==> src/rtl/exp_sub_pipe_pkg.sv <==
// Shared FPU exponent-path definitions for the exponent subtractor.
// Holds the default exponent/shift widths, the shift saturation value and
// the stage-1 payload carried between the two pipeline stages.
package exp_sub_pipe_pkg;

    localparam int EXP_W     = 13;
    localparam int SHAMT_W   = 7;
    localparam int SHAMT_MAX = 106;

    // The carry chain is cut after bit 6; the low half resolves in stage 1.
    localparam int LOW_W  = 7;
    localparam int HIGH_W = EXP_W - LOW_W;

    // Only the upper-half propagate/generate bits travel to stage 2; the low
    // half is already collapsed into lowsum and the group carry c7.
    typedef struct packed {
        logic [HIGH_W-1:0] p;
        logic [HIGH_W-1:0] g;
        logic [LOW_W-1:0]  lowsum;
        logic              c7;
    } s1_payload_t;

endpackage

==> src/rtl/exp_sub_prefix.sv <==
// Combinational prefix-network exponent subtractor, split at the pipeline cut.
//   a, b     : minuend / subtrahend exponents (front half, feeds stage 1 regs)
//   s1_next  : stage-1 payload computed from a, b
//   s1_q     : registered stage-1 payload (back half, feeds stage 2 regs)
//   diff     : (a - b) mod 2**WIDTH
//   borrow   : a < b (unsigned)
//   absdiff  : |a - b|
//   shamt    : min(absdiff, SHMAX)
//   eq       : a == b
module exp_sub_prefix
    import exp_sub_pipe_pkg::*;
#(
    parameter int WIDTH = EXP_W,
    parameter int SHW   = SHAMT_W,
    parameter int SHMAX = SHAMT_MAX
) (
    input  logic [WIDTH-1:0] a,
    input  logic [WIDTH-1:0] b,
    output s1_payload_t      s1_next,
    input  s1_payload_t      s1_q,
    output logic [WIDTH-1:0] diff,
    output logic             borrow,
    output logic [WIDTH-1:0] absdiff,
    output logic [SHW-1:0]   shamt,
    output logic             eq
);

    localparam int HI = WIDTH - LOW_W;

    // Kogge-Stone tree. The carry-in is folded into bit 0's generate so that
    // each final group generate is the carry out of that bit. Updating from
    // the top down lets each black cell read its lower neighbour's value from
    // the previous level in place.
    function automatic logic [LOW_W:0] carry_lo(input logic [LOW_W-1:0] g_in,
                                                input logic [LOW_W-1:0] p_in,
                                                input logic             cin);
        logic [LOW_W-1:0] gg;
        logic [LOW_W-1:0] pp;
        gg    = g_in;
        pp    = p_in;
        gg[0] = gg[0] | (pp[0] & cin);
        for (int d = 1; d < LOW_W; d = d * 2) begin
            for (int i = LOW_W - 1; i >= d; i--) begin
                gg[i] = gg[i] | (pp[i] & gg[i-d]);
                pp[i] = pp[i] & pp[i-d];
            end
        end
        return {gg, cin};
    endfunction

    function automatic logic [HI:0] carry_hi(input logic [HI-1:0] g_in,
                                             input logic [HI-1:0] p_in,
                                             input logic          cin);
        logic [HI-1:0] gg;
        logic [HI-1:0] pp;
        gg    = g_in;
        pp    = p_in;
        gg[0] = gg[0] | (pp[0] & cin);
        for (int d = 1; d < HI; d = d * 2) begin
            for (int i = HI - 1; i >= d; i--) begin
                gg[i] = gg[i] | (pp[i] & gg[i-d]);
                pp[i] = pp[i] & pp[i-d];
            end
        end
        return {gg, cin};
    endfunction

    logic [WIDTH-1:0] p_full;
    logic [WIDTH-1:0] g_full;
    logic [LOW_W:0]   c_lo;
    logic [HI:0]      c_hi;

    // a - b = a + ~b + 1
    assign p_full = a ^ ~b;
    assign g_full = a & ~b;
    assign c_lo   = carry_lo(g_full[LOW_W-1:0], p_full[LOW_W-1:0], 1'b1);

    assign s1_next = '{
        p:      p_full[WIDTH-1:LOW_W],
        g:      g_full[WIDTH-1:LOW_W],
        lowsum: p_full[LOW_W-1:0] ^ c_lo[LOW_W-1:0],
        c7:     c_lo[LOW_W]
    };

    assign c_hi    = carry_hi(s1_q.g, s1_q.p, s1_q.c7);
    assign diff    = {s1_q.p ^ c_hi[HI-1:0], s1_q.lowsum};
    assign borrow  = ~c_hi[HI];
    // Negating diff costs a single incrementer rather than a second subtractor.
    assign absdiff = borrow ? (~diff + WIDTH'(1)) : diff;
    assign eq      = (diff == '0);
    assign shamt   = (absdiff > WIDTH'(SHMAX)) ? SHW'(SHMAX) : absdiff[SHW-1:0];

endmodule

==> src/rtl/exp_sub_pipe.sv <==
// Two-stage pipelined exponent subtractor (exp_a - exp_b) for FMA/add alignment.
//   clk, reset          : clock, asynchronous active-high reset
//   flush               : squashes both stages on the next edge
//   in_valid/in_ready   : operand handshake (exp_a, exp_b)
//   out_valid/out_ready : result handshake
//   diff, borrow, absdiff, shamt, eq : registered results of stage 2
module exp_sub_pipe
    import exp_sub_pipe_pkg::*;
#(
    parameter int WIDTH = EXP_W,
    parameter int SHW   = SHAMT_W,
    parameter int SHMAX = SHAMT_MAX
) (
    input  logic             clk,
    input  logic             reset,
    input  logic             flush,
    input  logic             in_valid,
    output logic             in_ready,
    input  logic [WIDTH-1:0] exp_a,
    input  logic [WIDTH-1:0] exp_b,
    output logic             out_valid,
    input  logic             out_ready,
    output logic [WIDTH-1:0] diff,
    output logic             borrow,
    output logic [WIDTH-1:0] absdiff,
    output logic [SHW-1:0]   shamt,
    output logic             eq
);

    logic             s1_valid;
    logic             s2_valid;
    logic             s1_adv;
    logic             s2_adv;
    s1_payload_t      s1_d;
    s1_payload_t      s1_q;
    logic [WIDTH-1:0] diff_d;
    logic             borrow_d;
    logic [WIDTH-1:0] absdiff_d;
    logic [SHW-1:0]   shamt_d;
    logic             eq_d;

    exp_sub_prefix #(
        .WIDTH (WIDTH),
        .SHW   (SHW),
        .SHMAX (SHMAX)
    ) u_prefix (
        .a       (exp_a),
        .b       (exp_b),
        .s1_next (s1_d),
        .s1_q    (s1_q),
        .diff    (diff_d),
        .borrow  (borrow_d),
        .absdiff (absdiff_d),
        .shamt   (shamt_d),
        .eq      (eq_d)
    );

    assign s2_adv    = !s2_valid || out_ready;
    assign s1_adv    = !s1_valid || s2_adv;
    assign in_ready  = s1_adv;
    assign out_valid = s2_valid;

    always_ff @(posedge clk or posedge reset) begin
        if (reset) begin
            s1_valid <= 1'b0;
            s1_q     <= '0;
        end else begin
            if (flush) begin
                s1_valid <= 1'b0;
            end else if (s1_adv) begin
                s1_valid <= in_valid;
            end
            if (!flush && s1_adv && in_valid) begin
                s1_q <= s1_d;
            end
        end
    end

    // Bubbles advance s2_valid only; held result data stays put.
    always_ff @(posedge clk or posedge reset) begin
        if (reset) begin
            s2_valid <= 1'b0;
            diff     <= '0;
            borrow   <= 1'b0;
            absdiff  <= '0;
            shamt    <= '0;
            eq       <= 1'b0;
        end else if (flush) begin
            s2_valid <= 1'b0;
        end else if (s2_adv) begin
            s2_valid <= s1_valid;
            if (s1_valid) begin
                diff    <= diff_d;
                borrow  <= borrow_d;
                absdiff <= absdiff_d;
                shamt   <= shamt_d;
                eq      <= eq_d;
            end
        end
    end

endmodule

==> config.mk <==
export PLATFORM = sky130hd
export DESIGN_NAME = exp_sub_pipe
export DESIGN_NICKNAME = d
export VERILOG_FILES = /design/src/rtl/exp_sub_pipe_pkg.sv /design/src/rtl/exp_sub_prefix.sv /design/src/rtl/exp_sub_pipe.sv
export SDC_FILE = /design/constraint.sdc
export NUM_CORES = 1
export LEC_CHECK = 0
export BUFFER_PORTS_ARGS = -buffer_cell sky130_fd_sc_hd__buf_4
export CORE_MARGIN = 2
export CORE_UTILIZATION = 49
export CTS_CLUSTER_DIAMETER = 60
export DETAILED_ROUTE_END_ITERATION = 8
export HOLD_SLACK_MARGIN = 0.08
export PLACE_DENSITY = 0.76
export SLEW_MARGIN = 20
export SYNTH_ARGS = -nofsm -noshare
export SYNTH_HDL_FRONTEND = slang
export SYNTH_SLANG_ARGS = --single-unit
==> constraint.sdc <==
create_clock -name clk -period 2.9 [get_ports clk]
set_clock_uncertainty 0.05 [all_clocks]
set_input_delay 0.435 -clock clk [delete_from_list [all_inputs] [get_ports clk]]
set_output_delay 0.435 -clock clk [all_outputs]
set_load 0.05 [all_outputs]
After elaboration in Yosys (flattened, before gate mapping) --
Cells that the tools add are included.
Operators by class: $add $sub $neg 1, multiply operators 0, div/mod/pow operators 0, $lt $le $gt $ge 1, eq/ne operators 0, shift operators 0, muxes and demuxes 6, bitwise gates (word level) 75, reductions and logical operators 11
Operators with widths (number):
- $and A1 B1 Y1 | 40
- $or A1 B1 Y1 | 27
- $not A13 Y13 | 2
- $add A13 B1 Y13 const B | 1
- $and A13 B13 Y13 | 1
- $gt A13 B7 Y1 const B | 1
- $logic_not A13 Y1 | 1
- $mux W13 | 1
- $xor A13 B13 Y13 | 1
- $mux W7 | 1
- $xor A7 B7 Y7 | 1
- $xor A6 B6 Y6 | 1
- $mux W1 | 4
- $reduce_bool A2 Y1 | 2
- $logic_not A1 Y1 | 3
- $reduce_and A3 Y1 | 1
- $logic_and A1 B1 Y1 | 2
- $logic_or A1 B1 Y1 | 2
- $not A1 Y1 | 2
Word-level totals: register bits after elaboration 57, bits in latches 0, bits in writable memories 0, memory bits (read-only) 0, bits of input ports 31, word-level logic and storage cells 105, memories kept 0

Depth between registers and ports, before layout --
Gate-level depths: netlist (run 1).
depth after elaboration 12, mapped depth 11, gate-level depth less buffers 10

Cells and area by module --
A second synthesis (run 1) with hierarchy kept.
Second synthesis, totals: cells, all modules 277, area, all modules 3281.9 um2
Modules (own cells, without submodules):
- exp_sub_pipe | instances 1, cells each 126, area each 2157.1 um2, sequential area each 1426.4 um2
- exp_sub_prefix | instances 1, cells each 151, area each 1124.8 um2, sequential area each 0.0 um2

Worst setup path before layout (run 1) --
No wires, ideal clock.
path type register -> register, from register, netlist name s1_q[0], to register shamt[0], setup time 0.074 ns, arrival time 2.895 ns, data required time 2.776 ns, slack -0.120 ns, stages on the path, launching flop included 12, path through dfrtp_1 ha_1 or2_2 ha_1 o211a_1 o211a_1 or2_1 buf_6 o32ai_2 nand4_1 or4_4 o21ai_2
Between the ends: word-level cells in the longest chain between the ends 12, elaborated cells on any way between the ends 18, classes of those cells add/sub (1); order compare (1); mux (2); bitwise (14)
RTL lines:
- $and A1 B1 Y1 | line exp_sub_prefix.sv:58 | gg[0] = gg[0] | (pp[0] & cin);
- $or A1 B1 Y1 | line exp_sub_prefix.sv:58
- $and A1 B1 Y1 | line exp_sub_prefix.sv:61 | gg[i] = gg[i] | (pp[i] & gg[i-d]);
- $or A1 B1 Y1 | line exp_sub_prefix.sv:61
- $and A1 B1 Y1 | line exp_sub_prefix.sv:61
- $or A1 B1 Y1 | line exp_sub_prefix.sv:61
- $xor A6 B6 Y6 | line exp_sub_prefix.sv:86 | assign diff = {s1_q.p ^ c_hi[HI-1:0], s1_q.lowsum};
- $not A13 Y13 | line exp_sub_prefix.sv:89 | assign absdiff = borrow ? (~diff + WIDTH'(1)) : diff;
- $add A13 B1 Y13 | line exp_sub_prefix.sv:89
- $mux W13 (*) | line exp_sub_prefix.sv:89
- $gt A13 B7 Y1 | line exp_sub_prefix.sv:91 | assign shamt = (absdiff > WIDTH'(SHMAX)) ? SHW'(SHMAX) : absdiff[SHW-1:0];
- $mux W7 (*) | line exp_sub_prefix.sv:91
- end signal: assignment | line exp_sub_pipe.sv:96 | shamt <= shamt_d;
- end: declaration | line exp_sub_pipe.sv:26 | output logic [SHW-1:0] shamt,
Every way passes the cells marked *; elsewhere a longest branch is shown, timed or not. A chain may end at the register's enable or synchronous reset.

Worst setup path after layout (run 1) --
from register, netlist name s1_q[14], to register shamt[2]
Between the ends: word-level cells in the longest chain between the ends 12, elaborated cells on any way between the ends 18, classes of those cells add/sub (1); order compare (1); mux (2); bitwise (14)
RTL lines (line):
- $and A1 B1 Y1 | exp_sub_prefix.sv:58
- $or A1 B1 Y1 | exp_sub_prefix.sv:58
- $and A1 B1 Y1 | exp_sub_prefix.sv:61
- $or A1 B1 Y1 | exp_sub_prefix.sv:61
- $and A1 B1 Y1 | exp_sub_prefix.sv:61
- $or A1 B1 Y1 | exp_sub_prefix.sv:61
- $xor A6 B6 Y6 | exp_sub_prefix.sv:86
- $not A13 Y13 | exp_sub_prefix.sv:89
- $add A13 B1 Y13 | exp_sub_prefix.sv:89
- $mux W13 (*) | exp_sub_prefix.sv:89
- $gt A13 B7 Y1 | exp_sub_prefix.sv:91
- $mux W7 (*) | exp_sub_prefix.sv:91
Marks and branches as above.

==> results.sh, run 1 <==
export IMPL_r2r_slack_ns=-0.07
export IMPL_postSynth_asyncResetShare_pct=100
export IMPL_clk_pin_slew_ns=0.10
export IMPL_cts_root_buf="clkbuf_8"
export IMPL_layout_commonest_cell="buf_4"
export IMPL_arrival_ns=3.16
export IMPL_route_met3_wl_um=335
export IMPL_ioPinCount=68
export IMPL_grt_first_pass_wirelength_um=11900
export IMPL_relSlewSlack_pct=49.9
export IMPL_slew_viol_final=0
export IMPL_critical_path_top_delay_family="simple AND/OR/NAND/NOR gates"
export IMPL_cts_buffers=5
export IMPL_p_leak_nw=2.02
export IMPL_rsz0062_at_grt="true"
export IMPL_timing_rr_start="s1_q[14]$_DFFE_PP0P_"
export IMPL_outcome="finished, violations left"
export IMPL_hold_path_class="in2async"
export IMPL_utilization_pct=64.7
export IMPL_routed_wl_um=6900
export IMPL_start_kind="register"
export IMPL_violations="setup timing"
export IMPL_core_region_area_sq_mm=0.00628
export IMPL_ys_seq_area_share_pct=44.4
export IMPL_via_per_inst=5.32
export IMPL_cts_tree="built"
export IMPL_cts_htree_levels=2
export IMPL_vias=2676
export IMPL_synth_nets=388
export IMPL_drt_met1_wl_um=3150
export IMPL_r2r_end="shamt[2]$_DFFE_PP0P_"
export IMPL_place_congestion=0.838
export IMPL_grt_pass1_vias=2638
export IMPL_path_buf_inv=0
export IMPL_diodes=0
export IMPL_max_freq_mhz=337
export IMPL_synth_seq_cells=56
export IMPL_setup_worst_path_end_class="register"
export IMPL_ys_warn_count=0
export IMPL_final_cell_mix="93 x buf_4, 57 x nand2_1, 56 x dfrtp_1, 27 x o21ai_0, 25 x inv_1"
export IMPL_crit_required_ns=3.09
export IMPL_start_util_pct=50.3
export IMPL_postSynthCellCount=339
export IMPL_rows=29
export IMPL_synth_area_sq_mm=0.00316
export IMPL_whs_ns=0.112
export IMPL_slowest_stage="or4_4"
export IMPL_clkLatencyLatePin_ns=0.31
export IMPL_wl_per_cell_um=13.7
export IMPL_grtUsageTotal_pct=20.4
export IMPL_cp_cell_sequence="ha_2 -> or2_4 -> ha_4 -> o211a_1 -> o211a_4 -> or2_4 -> o32ai_2 -> nand4_1 -> or4_4 -> o21ai_2"
export IMPL_synth_edf_count=0
export IMPL_worst_slew_pin_slew_ns=0.752
export IMPL_period_needed_ns=2.97
export IMPL_postCtsHoldBufs=0
export IMPL_grt_overflow_total=0
export IMPL_ant_nets=0
export IMPL_drc_errors=0
export IMPL_synth_cell_types=52
export IMPL_wl_met2_um=3340
export IMPL_port_buffers=67
export IMPL_cpMostUsedCell="or2_4"
export IMPL_drive_above_1_share_pct=32.6
export IMPL_areaGrowthSynthToFinish_pct=28.6
export IMPL_synth_main_ff_cell="dfrtp_1"
export IMPL_criticalPathCategory="reg2reg"
export IMPL_top_layer_used="met4"
export IMPL_finalCritPeriodShare_pct=102
export IMPL_power_density_mw_per_mm2=788
export IMPL_post_dp_hpwl_um=5350
export IMPL_cts_path_max_buffers=2
export IMPL_startpoint="s1_q[14]$_DFFE_PP0P_"
export IMPL_worst_path_stages=10
export IMPL_cts_sinks=56
export IMPL_irDropWorstVdd_uv=500
export IMPL_reg2reg_depth=10
export IMPL_antenna_found_initial=0
export IMPL_maxCapViolations=0
export IMPL_fp_dieW_um=84.3
export IMPL_final_nets=474
export IMPL_setup_viol=2
export IMPL_hold_violations=0
export IMPL_synth_avg_cell_area_sq_um=9.32
export IMPL_drtIter0Drc=82
export IMPL_die_y_um=84.3
export IMPL_place_worst_setup_slack_ns=-0.157
export IMPL_cpPeakStageDelay_ns=0.58
export IMPL_grt_start_max_net_pins=57
export IMPL_firstDrtPassIters=4
export IMPL_dieArea_sq_mm=0.00711
export IMPL_path_max_fanout=8
export IMPL_worst_slack_ns=-0.0669
## metrics by stage
step	TNS (ns)	area (sq um)	power, W	cells
after global routing	-0.464	4060	0.00339	503
after global placement	-0.443	3880	0.00267	492
final	-0.0995	4060	0.00320	503
after floorplan	0	3180	0.00219	339
after detailed placement	-0.939	3880	0.00271	492
after CTS	-0.0448	4030	0.00319	501
## report_power, final
group | internal, W | switching (W) | leakage, nW
registers | 0.000956 | 0.000143 | 0.688
logic | 0.000617 | 0.00104 | 1.29
clock network | 0.000195 | 0.000249 | 0.0445
## synth_stat cells (2+ instances only)
| master | n | area [sq um] |
|---|---|---|
| a31oi_1 | 4 | 25.0 |
| a21oi_1 | 14 | 70.1 |
| nand3_1 | 3 | 15.0 |
| inv_1 | 26 | 97.6 |
| nor3_2 | 2 | 20.0 |
| o211a_1 | 2 | 20.0 |
| nor3b_1 | 4 | 30.0 |
| nor2b_1 | 4 | 25.0 |
| clkbuf_1 | 9 | 33.8 |
| buf_6 | 3 | 33.8 |
| and3_1 | 3 | 18.8 |
| a22oi_1 | 2 | 15.0 |
| nor2_1 | 23 | 86.3 |
| a21o_1 | 3 | 22.5 |
| nor3_1 | 6 | 30.0 |
| mux2i_1 | 3 | 30.0 |
| ha_1 | 17 | 213 |
| dfrtp_1 | 56 | 1400 |
| o21ai_2 | 2 | 17.5 |
| buf_2 | 2 | 10.0 |
| xor2_1 | 6 | 52.6 |
| a211oi_1 | 2 | 15.0 |
| xnor2_1 | 5 | 43.8 |
| nor4_1 | 6 | 37.5 |
| or3_1 | 4 | 25.0 |
| o31a_1 | 4 | 35.0 |
| o21bai_1 | 2 | 15.0 |
| o31ai_1 | 4 | 30.0 |
| o21ai_0 | 28 | 140 |
| mux2_2 | 12 | 135 |
| nand2_1 | 57 | 214 |
## cell type report
type,instances,area [sq um]
fillers,561,2210
inverters,26,97.6
multi-input cells,242,1660
clock buffers,7,86.3
repair buffers,94,718
well taps,77,96.3
clock inverters,1,7.51
flip-flops and latches,56,1400
## worst min-delay path, cell delays in order
cell and delay, ns:
buf_4 0.11, inv_2 0.05, buf_12 0.27
## routing by layer
| metal | vias to the layer above | track usage (%) |
|---|---|---|
| met5 | - | 0 |
| met4 | 0 | 4.84 |
| met3 | 9 | 4.03 |
| met2 | 65 | 34.0 |
| met1 | 1259 | 27.6 |
| li1 | 1343 | - |
## repair_timing
action                                  in CTS  in global routing
buffers inserted                             1                  2
pin swaps                                    2                  5
resized for setup                           10                  6
endpoints found under the setup margin       7                  7
## logic make-up after synthesis
kind of cell,count (synthesis),synth area share (%)
simple gates,123,18.8
compound gates,75,15.4
flops,56,44.4
buf+inv,41,5.78
fa+ha+maj,18,7.37
mux,15,5.23
xor+xnor,11,3.05
## sequential cells by signal (all words and copies together), names as in the netlist
name,count
eq,1
shamt,7
s1_valid,1
borrow,1
out_valid,1
diff,13
absdiff,12
s1_q,20
## how the worst max path moves through the flow
stage / end
3_5_place_dp: shamt[0]$_DFFE_PP0P_
2_1_floorplan: shamt[0]$_DFFE_PP0P_
5_1_grt: shamt[2]$_DFFE_PP0P_
6_report: shamt[2]$_DFFE_PP0P_
4_1_cts: shamt[0]$_DFFE_PP0P_
3_3_place_gp: shamt[0]$_DFFE_PP0P_
(Power assumes the default switching activity.)
==> inputs of run 2 (changes only) <==
Settings changed: REMOVE_ABC_BUFFERS set to 1.
==> run 2 against run 1 <==
Compared with the run above: the flow still finishes with violations (setup timing); register-to-register slack got worse by 0.095 ns; clock-buffer cell count decreased by 1; non-clock buffer count increased by 5; clock power decreased by 9.7%; core utilization unchanged; global-route usage decreased by 1.5 points; first-iteration DRC count increased by 59%; die area unchanged; sequential power about the same; fmax decreased by 3.1%; routed wire length decreased by 3.0%; combinational power about the same.
==> results.sh, run 2 (synthesis results as in run 1) <==
export IMPL_hold_path_class="in2reg"
export IMPL_start_util_pct=50.3
export IMPL_r2r_end="shamt[0]$_DFFE_PP0P_"
export IMPL_timing_rr_start="s1_q[14]$_DFFE_PP0P_"
export IMPL_relSlewSlack_pct=47.8
export IMPL_dieArea_sq_mm=0.00711
export IMPL_postCtsHoldBufs=0
export IMPL_max_freq_mhz=327
export IMPL_holdCritStartpoint="flush"
export IMPL_wl_per_cell_um=13.2
export IMPL_cts_tree="built"
export IMPL_hold_end="s1_valid$_DFFE_PP0P_"
export IMPL_firstDrtPassIters=4
export IMPL_grt_overflow_total=0
export IMPL_post_dp_hpwl_um=5090
export IMPL_worst_slack_ns=-0.162
export IMPL_slowest_stage="or4_4"
export IMPL_critical_path_top_delay_family="compound AO/OA/AOI/OAI gates"
export IMPL_n_fill_cell=553
export IMPL_rsz0062_at_grt="true"
export IMPL_fp_dieW_um=84.3
export IMPL_antenna_found_initial=0
export IMPL_grt_start_max_net_pins=57
export IMPL_period_needed_ns=3.06
export IMPL_port_buffers=67
export IMPL_place_congestion=0.831
export IMPL_cpMostUsedCell="o211a_4"
export IMPL_irDropWorstVdd_uv=505
export IMPL_cts_path_max_buffers=2
export IMPL_drive_above_1_share_pct=32.3
export IMPL_p_leak_nw=2.03
export IMPL_die_y_um=84.3
export IMPL_worst_slew_pin_slew_ns=0.783
export IMPL_worst_path_stages=11
export IMPL_slew_viol_final=0
export IMPL_cts_root_buf="clkbuf_8"
export IMPL_grtUsageTotal_pct=18.9
export IMPL_ant_nets=0
export IMPL_setup_worst_path_end_class="register"
export IMPL_setup_tns_ns=-0.329
export IMPL_core_region_area_sq_mm=0.00628
export IMPL_clkLatencyLatePin_ns=0.31
export IMPL_cp_cell_sequence="ha_2 -> or2_4 -> ha_4 -> o211a_4 -> o211a_4 -> buf_6 -> o31a_1 -> nor4_2 -> a2111oi_2 -> or4_4 -> o21ai_2"
export IMPL_outcome="finished, violations left"
export IMPL_min_delay_path_depth=2
export IMPL_start_kind="register"
export IMPL_drc_errors=0
export IMPL_setup_viol=3
export IMPL_final_nets=479
export IMPL_path_buf_inv=1
export IMPL_maxCapViolations=0
export IMPL_criticalPathCategory="reg2reg"
export IMPL_reg_largest_list="s1_q: 20 flops, diff: 13 flops, absdiff: 12 flops"
export IMPL_routed_wl_um=6690
export IMPL_final_cell_mix="97 x buf_4, 56 x nand2_1, 56 x dfrtp_1, 26 x o21ai_0, 25 x inv_1"
export IMPL_stdcell_count=507
export IMPL_grt_first_pass_wirelength_um=11100
export IMPL_whs_ns=0.250
export IMPL_cts_htree_levels=2
export IMPL_hold_violations=0
export IMPL_drtIter0Drc=130
export IMPL_via_per_inst=5.28
export IMPL_multi_input_area_sq_mm=0.00164
export IMPL_layout_commonest_cell="buf_4"
export IMPL_rows=29
export IMPL_clk_pin_slew_ns=0.10
export IMPL_areaGrowthSynthToFinish_pct=28.6
export IMPL_diodes=0
export IMPL_cts_buffers=5
export IMPL_crit_required_ns=3.09
export IMPL_regMostFlops="s1_q"
export IMPL_finalCritPeriodShare_pct=106
export IMPL_r2r_slack_ns=-0.16
export IMPL_utilization_pct=64.7
export IMPL_path_max_fanout=5
export IMPL_violations="setup timing"
export IMPL_power_density_mw_per_mm2=778
export IMPL_vias=2678
export IMPL_largest_register_ffs=20
export IMPL_register_area_sq_mm=0.00140
export IMPL_grt_pass1_vias=2499
export IMPL_cts_sinks=56
export IMPL_cpPeakStageDelay_ns=0.45
export IMPL_ioPinCount=68
export IMPL_place_worst_setup_slack_ns=-0.308
export IMPL_arrival_ns=3.25
export IMPL_reg2reg_depth=11
export IMPL_dpl_cell_count=496
## run 2: changes by cell type in the layout (fill, tap and decap cells not counted), sizes merged
cell	delta
buf	+5
clkbuf	-1
clkinv	+1
clkinvlp	-1
## run 2: worst max path at each step
stage | from | end | slack, ns
floorplan | s1_q[0]$_DFFE_PP0P_ | shamt[0]$_DFFE_PP0P_ | -0.21
global placement | s1_q[0]$_DFFE_PP0P_ | shamt[2]$_DFFE_PP0P_ | -0.22
detailed placement | s1_q[0]$_DFFE_PP0P_ | shamt[2]$_DFFE_PP0P_ | -0.31
CTS | s1_q[14]$_DFFE_PP0P_ | shamt[2]$_DFFE_PP0P_ | -0.24
global route | s1_q[14]$_DFFE_PP0P_ | shamt[2]$_DFFE_PP0P_ | -0.24
finish | s1_q[14]$_DFFE_PP0P_ | shamt[0]$_DFFE_PP0P_ | -0.16
## run 2: power by group
part | switching (W) | total (W) | leakage [nW] | internal [W]
registers | 0.000144 | 0.00110 | 0.688 | 0.000956
logic | 0.00102 | 0.00166 | 1.30 | 0.000638
clock network | 0.000236 | 0.000401 | 0.0410 | 0.000165
## run 2: cell type report
class / count / share of cell area, %
inverters: 26 / 2.40
well taps: 77 / 2.37
clock buffers: 6 / 1.79
clock inverters: 1 / 0.123
repair buffers: 99 / 18.5
flip-flops and latches: 56 / 34.5
multi-input cells: 242 / 40.4
## run 2: through the flow
stage	total power, W	cell area (sq um)
after global placement	0.00268	3880
after global routing	0.00335	4060
after floorplan	0.00214	3070
final	0.00316	4060
after detailed placement	0.00271	3880
after CTS	0.00316	4030
## run 2: per-layer routing
metal	share of wire, %	GRT usage, %	vias to the layer above
met5	0	0	-
met4	1.7	5.87	0
met3	3.6	3.15	9
met2	47	31.1	63
met1	47	25.8	1258
li1	-	-	1348
## run 2: timing repair
| action | in CTS | in global routing |
|---|---|---|
| buffers inserted | 3 | 1 |
| resized for setup | 9 | 8 |
| setup endpoints to repair | 7 | 7 |
| pin swaps | 10 | 6 |
## run 2: worst register-to-register path: stages, from the launching register on
cell       delay [ns]
dfrtp_1          0.39
ha_2             0.19
or2_4            0.23
ha_4             0.17
o211a_4          0.23
o211a_4          0.25
buf_6            0.13
o31a_1           0.32
nor4_2           0.31
a2111oi_2        0.13
or4_4            0.45
o21ai_2          0.14
